--- config.mk ---
export PLATFORM = sky130hd
export DESIGN_NAME = udlx_trace_monitor
export DESIGN_NICKNAME = d
export VERILOG_FILES = /design/src/rtl/udlx_trace_pkg.sv /design/src/rtl/udlx_trace_fifo.sv /design/src/rtl/udlx_trace_monitor.sv
export SDC_FILE = /design/constraint.sdc
export NUM_CORES = 2
export LEC_CHECK = 0
export CAP_MARGIN = 30
export CORE_MARGIN = 3
export CORE_UTILIZATION = 45
export CTS_BUF_LIST = sky130_fd_sc_hd__clkbuf_4 sky130_fd_sc_hd__clkbuf_8 sky130_fd_sc_hd__clkbuf_16
export CTS_CLUSTER_DIAMETER = 120
export DETAILED_ROUTE_END_ITERATION = 10
export PLACE_DENSITY = 0.65
export SETUP_SLACK_MARGIN = 0.05
export SLEW_MARGIN = 10
export SYNTH_ARGS = -nofsm -noshare
export SYNTH_HDL_FRONTEND = slang
export SYNTH_SLANG_ARGS = --single-unit
export TNS_END_PERCENT = 10
--- constraint.sdc ---
create_clock -name clk -period 7.4 [get_ports clk]
set_input_delay 2.22 -clock clk [delete_from_list [all_inputs] [get_ports clk]]
set_output_delay 2.22 -clock clk [all_outputs]
set_load 0.01 [all_outputs]
--- src/rtl/udlx_trace_pkg.sv ---
// Shared types for the UDLX bus trace monitor: trace entry layout, FSM states
// and the saturating drop-counter helper.
package udlx_trace_pkg;

    localparam int DROP_CNT_W   = 16;

    // Entry field widths; these match the monitor's default parameters and
    // must be widened together with them.
    localparam int TRACE_CH_W   = 2;
    localparam int TRACE_TS_W   = 16;
    localparam int TRACE_ADDR_W = 32;
    localparam int TRACE_DATA_W = 32;

    typedef enum logic [1:0] {
        ST_IDLE    = 2'd0,
        ST_CAPTURE = 2'd1,
        ST_FROZEN  = 2'd2
    } trace_state_e;

    typedef struct packed {
        logic [TRACE_CH_W-1:0]   ch;
        logic                    wr;
        logic [TRACE_TS_W-1:0]   ts;
        logic [TRACE_ADDR_W-1:0] addr;
        logic [TRACE_DATA_W-1:0] data;
    } trace_entry_t;

    // Add up to 15 lost accesses to the drop counter, sticking at all-ones.
    function automatic logic [DROP_CNT_W-1:0] drop_sat_add(
        input logic [DROP_CNT_W-1:0] cnt,
        input logic [3:0]            inc
    );
        logic [DROP_CNT_W:0] sum;
        sum = {1'b0, cnt} + {{(DROP_CNT_W-3){1'b0}}, inc};
        if (sum[DROP_CNT_W]) begin
            return '1;
        end else begin
            return sum[DROP_CNT_W-1:0];
        end
    endfunction

endpackage

--- src/rtl/udlx_trace_fifo.sv ---
// Show-ahead trace FIFO. A push while full without a pop overwrites the
// oldest entry; the caller decides whether such a push is allowed.
module udlx_trace_fifo
    import udlx_trace_pkg::*;
#(
    parameter  int DEPTH = 16,
    localparam int PTR_W = $clog2(DEPTH),
    localparam int LVL_W = PTR_W + 1
) (
    input  logic             clk,
    input  logic             rst_n,
    input  logic             clear_i,
    input  logic             push_i,
    input  logic             pop_i,
    input  trace_entry_t     data_i,
    output trace_entry_t     head_o,
    output logic             valid_o,
    output logic             full_o,
    output logic [LVL_W-1:0] level_o
);

    trace_entry_t     mem_q [DEPTH];
    logic [PTR_W-1:0] rd_q, rd_d, wr_q, wr_d;
    logic [LVL_W-1:0] cnt_q, cnt_d;
    logic             do_pop_s;

    assign valid_o  = (cnt_q != '0);
    assign full_o   = (cnt_q == LVL_W'(DEPTH));
    assign do_pop_s = pop_i & valid_o;
    assign level_o  = cnt_q;
    // Stale storage is never visible: the head reads as zero when empty.
    assign head_o   = valid_o ? mem_q[rd_q] : '0;

    // Pointer and occupancy next state, including the overwrite-oldest case.
    always_comb begin
        rd_d  = rd_q;
        wr_d  = wr_q;
        cnt_d = cnt_q;
        if (clear_i) begin
            rd_d  = '0;
            wr_d  = '0;
            cnt_d = '0;
        end else begin
            if (do_pop_s || (push_i && full_o)) begin
                rd_d = rd_q + PTR_W'(1);
            end else begin
                rd_d = rd_q;
            end
            if (push_i) begin
                wr_d = wr_q + PTR_W'(1);
            end else begin
                wr_d = wr_q;
            end
            if (push_i && !do_pop_s && !full_o) begin
                cnt_d = cnt_q + LVL_W'(1);
            end else if (do_pop_s && !push_i) begin
                cnt_d = cnt_q - LVL_W'(1);
            end else begin
                cnt_d = cnt_q;
            end
        end
    end

    // Pointer and occupancy registers.
    always_ff @(posedge clk or negedge rst_n) begin
        if (!rst_n) begin
            rd_q  <= '0;
            wr_q  <= '0;
            cnt_q <= '0;
        end else begin
            rd_q  <= rd_d;
            wr_q  <= wr_d;
            cnt_q <= cnt_d;
        end
    end

    // Entry storage; contents are masked by the occupancy count, so no reset.
    always_ff @(posedge clk) begin
        if (push_i && !clear_i) begin
            mem_q[wr_q] <= data_i;
        end
    end

endmodule

--- src/rtl/udlx_trace_monitor.sv ---
// Multi-channel bus trace monitor: per-channel holding registers, round-robin
// arbitration into the trace FIFO, timestamping, drop accounting and the
// IDLE/CAPTURE/FROZEN capture FSM.
module udlx_trace_monitor
    import udlx_trace_pkg::*;
#(
    parameter  int NUM_CH     = 4,
    parameter  int ADDR_WIDTH = 32,
    parameter  int DATA_WIDTH = 32,
    parameter  int TS_WIDTH   = 16,
    parameter  int DEPTH      = 16,
    localparam int CH_W       = (NUM_CH > 1) ? $clog2(NUM_CH) : 1,
    localparam int LVL_W      = $clog2(DEPTH) + 1
) (
    input  logic                         clk,
    input  logic                         rst_n,
    input  logic [NUM_CH-1:0]            ch_valid,
    input  logic [NUM_CH-1:0]            ch_wr,
    input  logic [NUM_CH*ADDR_WIDTH-1:0] ch_addr,
    input  logic [NUM_CH*DATA_WIDTH-1:0] ch_data,
    input  logic                         cfg_enable,
    input  logic                         cfg_wrap,
    input  logic                         clear,
    output logic                         trace_valid,
    input  logic                         trace_ready,
    output logic [CH_W-1:0]              trace_ch,
    output logic                         trace_wr,
    output logic [TS_WIDTH-1:0]          trace_ts,
    output logic [ADDR_WIDTH-1:0]        trace_addr,
    output logic [DATA_WIDTH-1:0]        trace_data,
    output logic [LVL_W-1:0]             fifo_level,
    output logic                         frozen,
    output logic [DROP_CNT_W-1:0]        drop_count
);

    trace_state_e          state_q, state_d;
    logic [TS_WIDTH-1:0]   ts_q, ts_d;
    logic [NUM_CH-1:0]     hold_vld_q, hold_vld_d, hold_drop_s, grant_oh_s;
    trace_entry_t          hold_q [NUM_CH];
    trace_entry_t          hold_d [NUM_CH];
    logic [CH_W-1:0]       rr_q, rr_d, grant_idx_s, cand_s;
    logic                  grant_vld_s;
    logic [DROP_CNT_W-1:0] drop_q, drop_d;
    logic [3:0]            drop_inc_s;
    logic                  frozen_q;
    logic                  pop_s, push_s, fifo_full_s, fifo_valid_s;
    logic                  fifo_drop_s, freeze_evt_s;
    trace_entry_t          head_s;
    logic [LVL_W-1:0]      level_s;

    // Pick one occupied holding register, searching from the last grant + 1.
    always_comb begin
        grant_vld_s = 1'b0;
        grant_idx_s = '0;
        cand_s      = '0;
        for (int k = 1; k <= NUM_CH; k++) begin
            cand_s = CH_W'((int'(rr_q) + k) % NUM_CH);
            if (!grant_vld_s && hold_vld_q[cand_s] && (state_q != ST_FROZEN)) begin
                grant_vld_s = 1'b1;
                grant_idx_s = cand_s;
            end else begin
                grant_vld_s = grant_vld_s;
            end
        end
        grant_oh_s = '0;
        if (grant_vld_s) begin
            grant_oh_s[grant_idx_s] = 1'b1;
        end else begin
            grant_oh_s = '0;
        end
    end

    // FIFO handshake: a full FIFO without a pop loses the push unless wrapping.
    assign pop_s        = fifo_valid_s & trace_ready & ~clear;
    assign fifo_drop_s  = grant_vld_s & fifo_full_s & ~pop_s;
    assign push_s       = grant_vld_s & ~clear & (~fifo_full_s | pop_s | cfg_wrap);
    assign freeze_evt_s = fifo_drop_s & ~cfg_wrap & (state_q == ST_CAPTURE);

    // Holding registers: drain the granted one, then load new accesses in CAPTURE.
    always_comb begin
        hold_vld_d  = hold_vld_q & ~grant_oh_s;
        hold_d      = hold_q;
        hold_drop_s = '0;
        for (int i = 0; i < NUM_CH; i++) begin
            if ((state_q == ST_CAPTURE) && ch_valid[i]) begin
                if (hold_vld_d[i]) begin
                    hold_drop_s[i] = 1'b1;
                end else begin
                    hold_vld_d[i]   = 1'b1;
                    hold_d[i].ch    = TRACE_CH_W'(i);
                    hold_d[i].wr    = ch_wr[i];
                    hold_d[i].ts    = TRACE_TS_W'(ts_q);
                    hold_d[i].addr  = TRACE_ADDR_W'(ch_addr[i*ADDR_WIDTH +: ADDR_WIDTH]);
                    hold_d[i].data  = TRACE_DATA_W'(ch_data[i*DATA_WIDTH +: DATA_WIDTH]);
                end
            end else begin
                hold_drop_s[i] = 1'b0;
            end
        end
        if (clear || (state_q == ST_FROZEN)) begin
            hold_vld_d = '0;
        end else begin
            hold_vld_d = hold_vld_d;
        end
    end

    // Lost accesses this cycle: holding-register collisions plus a FIFO loss.
    always_comb begin
        drop_inc_s = {3'b000, fifo_drop_s};
        for (int i = 0; i < NUM_CH; i++) begin
            drop_inc_s = drop_inc_s + {3'b000, hold_drop_s[i]};
        end
        if (clear) begin
            drop_d = '0;
        end else begin
            drop_d = drop_sat_add(drop_q, drop_inc_s);
        end
    end

    // Capture FSM; clear re-enters IDLE or CAPTURE from any state.
    always_comb begin
        state_d = state_q;
        if (clear) begin
            state_d = cfg_enable ? ST_CAPTURE : ST_IDLE;
        end else begin
            case (state_q)
                ST_IDLE:    state_d = cfg_enable ? ST_CAPTURE : ST_IDLE;
                ST_CAPTURE: begin
                    if (freeze_evt_s) begin
                        state_d = ST_FROZEN;
                    end else if (!cfg_enable) begin
                        state_d = ST_IDLE;
                    end else begin
                        state_d = ST_CAPTURE;
                    end
                end
                ST_FROZEN:  state_d = ST_FROZEN;
                default:    state_d = ST_IDLE;
            endcase
        end
    end

    // Timestamp runs outside IDLE; arbiter pointer follows the last grant.
    always_comb begin
        ts_d = ts_q;
        rr_d = rr_q;
        if (clear) begin
            ts_d = '0;
            rr_d = CH_W'(NUM_CH - 1);
        end else begin
            if (state_q != ST_IDLE) begin
                ts_d = ts_q + TS_WIDTH'(1);
            end else begin
                ts_d = ts_q;
            end
            if (grant_vld_s) begin
                rr_d = grant_idx_s;
            end else begin
                rr_d = rr_q;
            end
        end
    end

    // Control and status registers.
    always_ff @(posedge clk or negedge rst_n) begin
        if (!rst_n) begin
            state_q    <= ST_IDLE;
            ts_q       <= '0;
            rr_q       <= CH_W'(NUM_CH - 1);
            drop_q     <= '0;
            frozen_q   <= 1'b0;
            hold_vld_q <= '0;
        end else begin
            state_q    <= state_d;
            ts_q       <= ts_d;
            rr_q       <= rr_d;
            drop_q     <= drop_d;
            frozen_q   <= (state_d == ST_FROZEN);
            hold_vld_q <= hold_vld_d;
        end
    end

    // Holding register payloads.
    always_ff @(posedge clk or negedge rst_n) begin
        if (!rst_n) begin
            hold_q <= '{default: '0};
        end else begin
            hold_q <= hold_d;
        end
    end

    udlx_trace_fifo #(.DEPTH(DEPTH)) u_fifo (
        .clk     (clk),
        .rst_n   (rst_n),
        .clear_i (clear),
        .push_i  (push_s),
        .pop_i   (pop_s),
        .data_i  (hold_q[grant_idx_s]),
        .head_o  (head_s),
        .valid_o (fifo_valid_s),
        .full_o  (fifo_full_s),
        .level_o (level_s)
    );

    assign trace_valid = fifo_valid_s;
    assign trace_ch    = CH_W'(head_s.ch);
    assign trace_wr    = head_s.wr;
    assign trace_ts    = TS_WIDTH'(head_s.ts);
    assign trace_addr  = ADDR_WIDTH'(head_s.addr);
    assign trace_data  = DATA_WIDTH'(head_s.data);
    assign fifo_level  = level_s;
    assign frozen      = frozen_q;
    assign drop_count  = drop_q;

endmodule

==> out/results.txt <==
Final setup viols: 0
Compound-Gate Fraction of Synth Area: 4.52%
Max-cap violations: 0
Skew final: 36.7 ps
Psw: 9300 µW
TritonRoute pass-1 iters: 6
# DRC: 0
GRT Overall Usage: 24.4%
# IOs: 376
Synth Flop Type: edfxtp_1
Vias in the first global route: 43300
Num Clock Sinks: 1709
Slowest cell on crit path: dfrtp_4
Initial Util: 45.6%
Core area: 159000 µm²
Final period utilization: 86.1%
Nets: 4702
Post-synth top area share: 54.9%
Setup bufs post-CTS: 0
Cell Area, Placed: 78800 µm²
Avg Cell Area, Syn: 17.6 µm²
Non-filler cells, final: 6715
Cell taking the most area after synthesis: edfxtp_1
Post-Syn Area: 72600 µm²
Hpwl dp: 114 mm
Top-count cell post-synth: edfxtp_1
Syn Nets: 4406
Fmax: 157 MHz
Clock buffer depth: 3
Status: completed
First-pass GRT wire length: 301 mm
Num CTS Buffers: 174
VDD IR-drop max: 388 µV
Final ANT Viol Nets: 0
EDFF count, synth: 1328
Synth unique cells: 71
Routed via count: 42500
Die X-Extent: 408 µm
Grt ovf: 0
Die Area: 166000 µm²
CTS tree: yes
Setup TNS: 0 ps
Fraction of registers with async set/reset: 22.3%
Adder-cell area share of the yosys netlist: 0.334%
Xor/xnor share of the synthesized area: 0.374%
Synth Register Bits: 1709
Avg WL per Cell: 30.4 µm
Mux cell area share after synthesis: 17.2%
CP max FO: 35
Post-synth top cells: edfxtp_1, mux4_2, dfrtp_1, nand3_1, nand4_1
Post-synthesis sequential area ratio: 68.1%
Layout cells sized above 1: 22.2%
Crit end category: output pin
Clk pin slew, worst setup/hold paths: 60 ps
Die Y: 408 µm
Syn. warnings: 0
Final hold vios: 0
Lkg Pwr: 0.0289 µW
Slew Viols, Final: 0
CP cell instances: buf_4 -> mux4_2 -> mux4_2 -> nor2b_1 -> clkdlybuf4s50_1
Total wire length: 204 mm
Worst-margin pin slew: 1060 ps
Critical path type: flop to output pin
Class of the worst hold path: flop to flop
Combinational family with the most area after synthesis: multiplexers
Simple-Gate Fraction of Synth Area: 7.08%
Largest net degree at the start of global routing: 126
Max stage delay on crit path: 1040 ps
Critical Path RT: 5180 ps
CTS resizes: 0
RSZ-0062 raised after global routing: false
Initial DRC Count: 5201
CTS H-tree lvls: 4
Sequential share of power: 42.2%
Area Growth Syn to Fin: 16.8%
Placed cell count: 6381
Top post-synthesis cells by area: edfxtp_1, dfrtp_1, mux4_2, nand4_1, nand3_1
# port buffers: 375
Final min period: 6370 ps
CP arrival: 4150 ps
Cell Pwr Density: 358 nW/µm²
Fin Hold WS: 466 ps
Worst Setup Start Kind: flop
CP most frequent cell: mux4_2
Clock root cell: clkbuf_16
Number of vias per cell: 6.34
Post-synthesis instance total: 4119
Cts hold-fix bufs: 0
Relative slew slack: 29.6%
Row count: 146
Tot Pwr: 30300 µW
Gp weighted congestion: 0.796
Clock network fraction of design power: 29.4%
Sw Ratio: 30.7%
Gate power share: 28.3%
Worst-Skew Late Latency: 810 ps
Fin area: 84800 µm²
Initial antenna violation count: 10
Internal Power: 21000 µW
[routing by layer]
metal | track usage (%) | routed length [µm]
met5 | 0 | 80
met4 | 6.61 | 4640
met3 | 4.11 | 16300
met2 | 38.5 | 97900
met1 | 35.4 | 85300
[sequential cells by signal, summed over array words and instances (netlist names), 4 cells and up]
| signal | count |
|---|---|
| u_fifo.mem_q | 1328 |
| u_fifo.wr_q | 4 |
| hold_q | 327 |
| hold_vld_q | 4 |
| u_fifo.rd_q | 4 |
| u_fifo.level_o | 5 |
| drop_count | 16 |
| ts_q | 16 |
[power by group through the flow]
stage | logic, µW | registers, µW | clock network (µW)
floorplan | 5280 | 12700 | 0
global placement | 8460 | 13000 | 0
detailed placement | 8630 | 13000 | 0
CTS | 8660 | 12800 | 9070
global route | 9160 | 12900 | 9460
finish | 8590 | 12800 | 8930
[placed cells by master (no fill, tap or decap), types with 16 or more instances in the layout]
| cell type | n |
|---|---|
| edfxtp_1 | 1328 |
| mux4_2 | 415 |
| dfrtp_1 | 374 |
| clkdlybuf4s50_1 | 373 |
| nand3_1 | 256 |
| nand4_1 | 249 |
| clkbuf_16 | 175 |
| mux2_1 | 95 |
| nor2b_1 | 87 |
| and3_1 | 85 |
| a221oi_1 | 82 |
| and2_1 | 82 |
| o2111ai_1 | 82 |
| o31ai_1 | 81 |
| a22o_1 | 81 |
| buf_4 | 81 |
| mux2_4 | 79 |
| mux2_2 | 69 |
| nor2_1 | 48 |
| clkinv_1 | 44 |
| clkbuf_4 | 31 |
| buf_12 | 31 |
| clkinv_2 | 30 |
| a21oi_1 | 29 |
| nand2_1 | 23 |
| xnor2_1 | 16 |
| bufinv_16 | 16 |
[area by class of cell]
| type | instances | area, µm² |
|---|---|---|
| multi-input combinational | 2024 | 21700 |
| tap | 2146 | 2690 |
| sequential | 1709 | 49400 |
| antenna | 4 | 10.0 |
| timing repair buffer | 492 | 5100 |
| inverter | 14 | 52.6 |
| clock inverter | 111 | 1130 |
| clock buffer | 215 | 4740 |
| fill | 12600 | 74500 |
[logic make-up after synthesis]
| family | after synthesis |
|---|---|
| DFF | 1709 |
| buffers and inverters | 386 |
| AOI/OAI and AO/OA | 408 |
| adders and majority gates | 17 |
| and+or+nand+nor | 901 |
| xor gates and xnor gates | 31 |
| muxes | 667 |
[critical path, delay by kind of cell (launching register included)]
kind          cells  cell delay [ps]
buf+inv           2             1030
flops             1             1040
simple gates      1              210
mux               2             1010
[final timing paths]
check,start,endpoint,slack [ps],depth (start not counted)
max reg2reg,hold_vld_q[0],drop_count[13],1910,17
max in group asynchronous,rst_n,hold_q[36],4470,2
min in group asynchronous,rst_n,hold_q[133],1480,1
min reg2reg,hold_q[247],hold_q[247],470,1
max,u_fifo.rd_q[0],trace_addr[16],1030,5
min,hold_q[247],hold_q[247],470,1
[through the flow]
step	setup WS, ps	util (%)
after floorplan	640	-
after global placement	1370	49.5
after detailed placement	1300	49.5
after CTS	900	53.2
after global routing	818	53.2
final	1030	53.2
No activity file was read; power rests on OpenSTA's default activity.
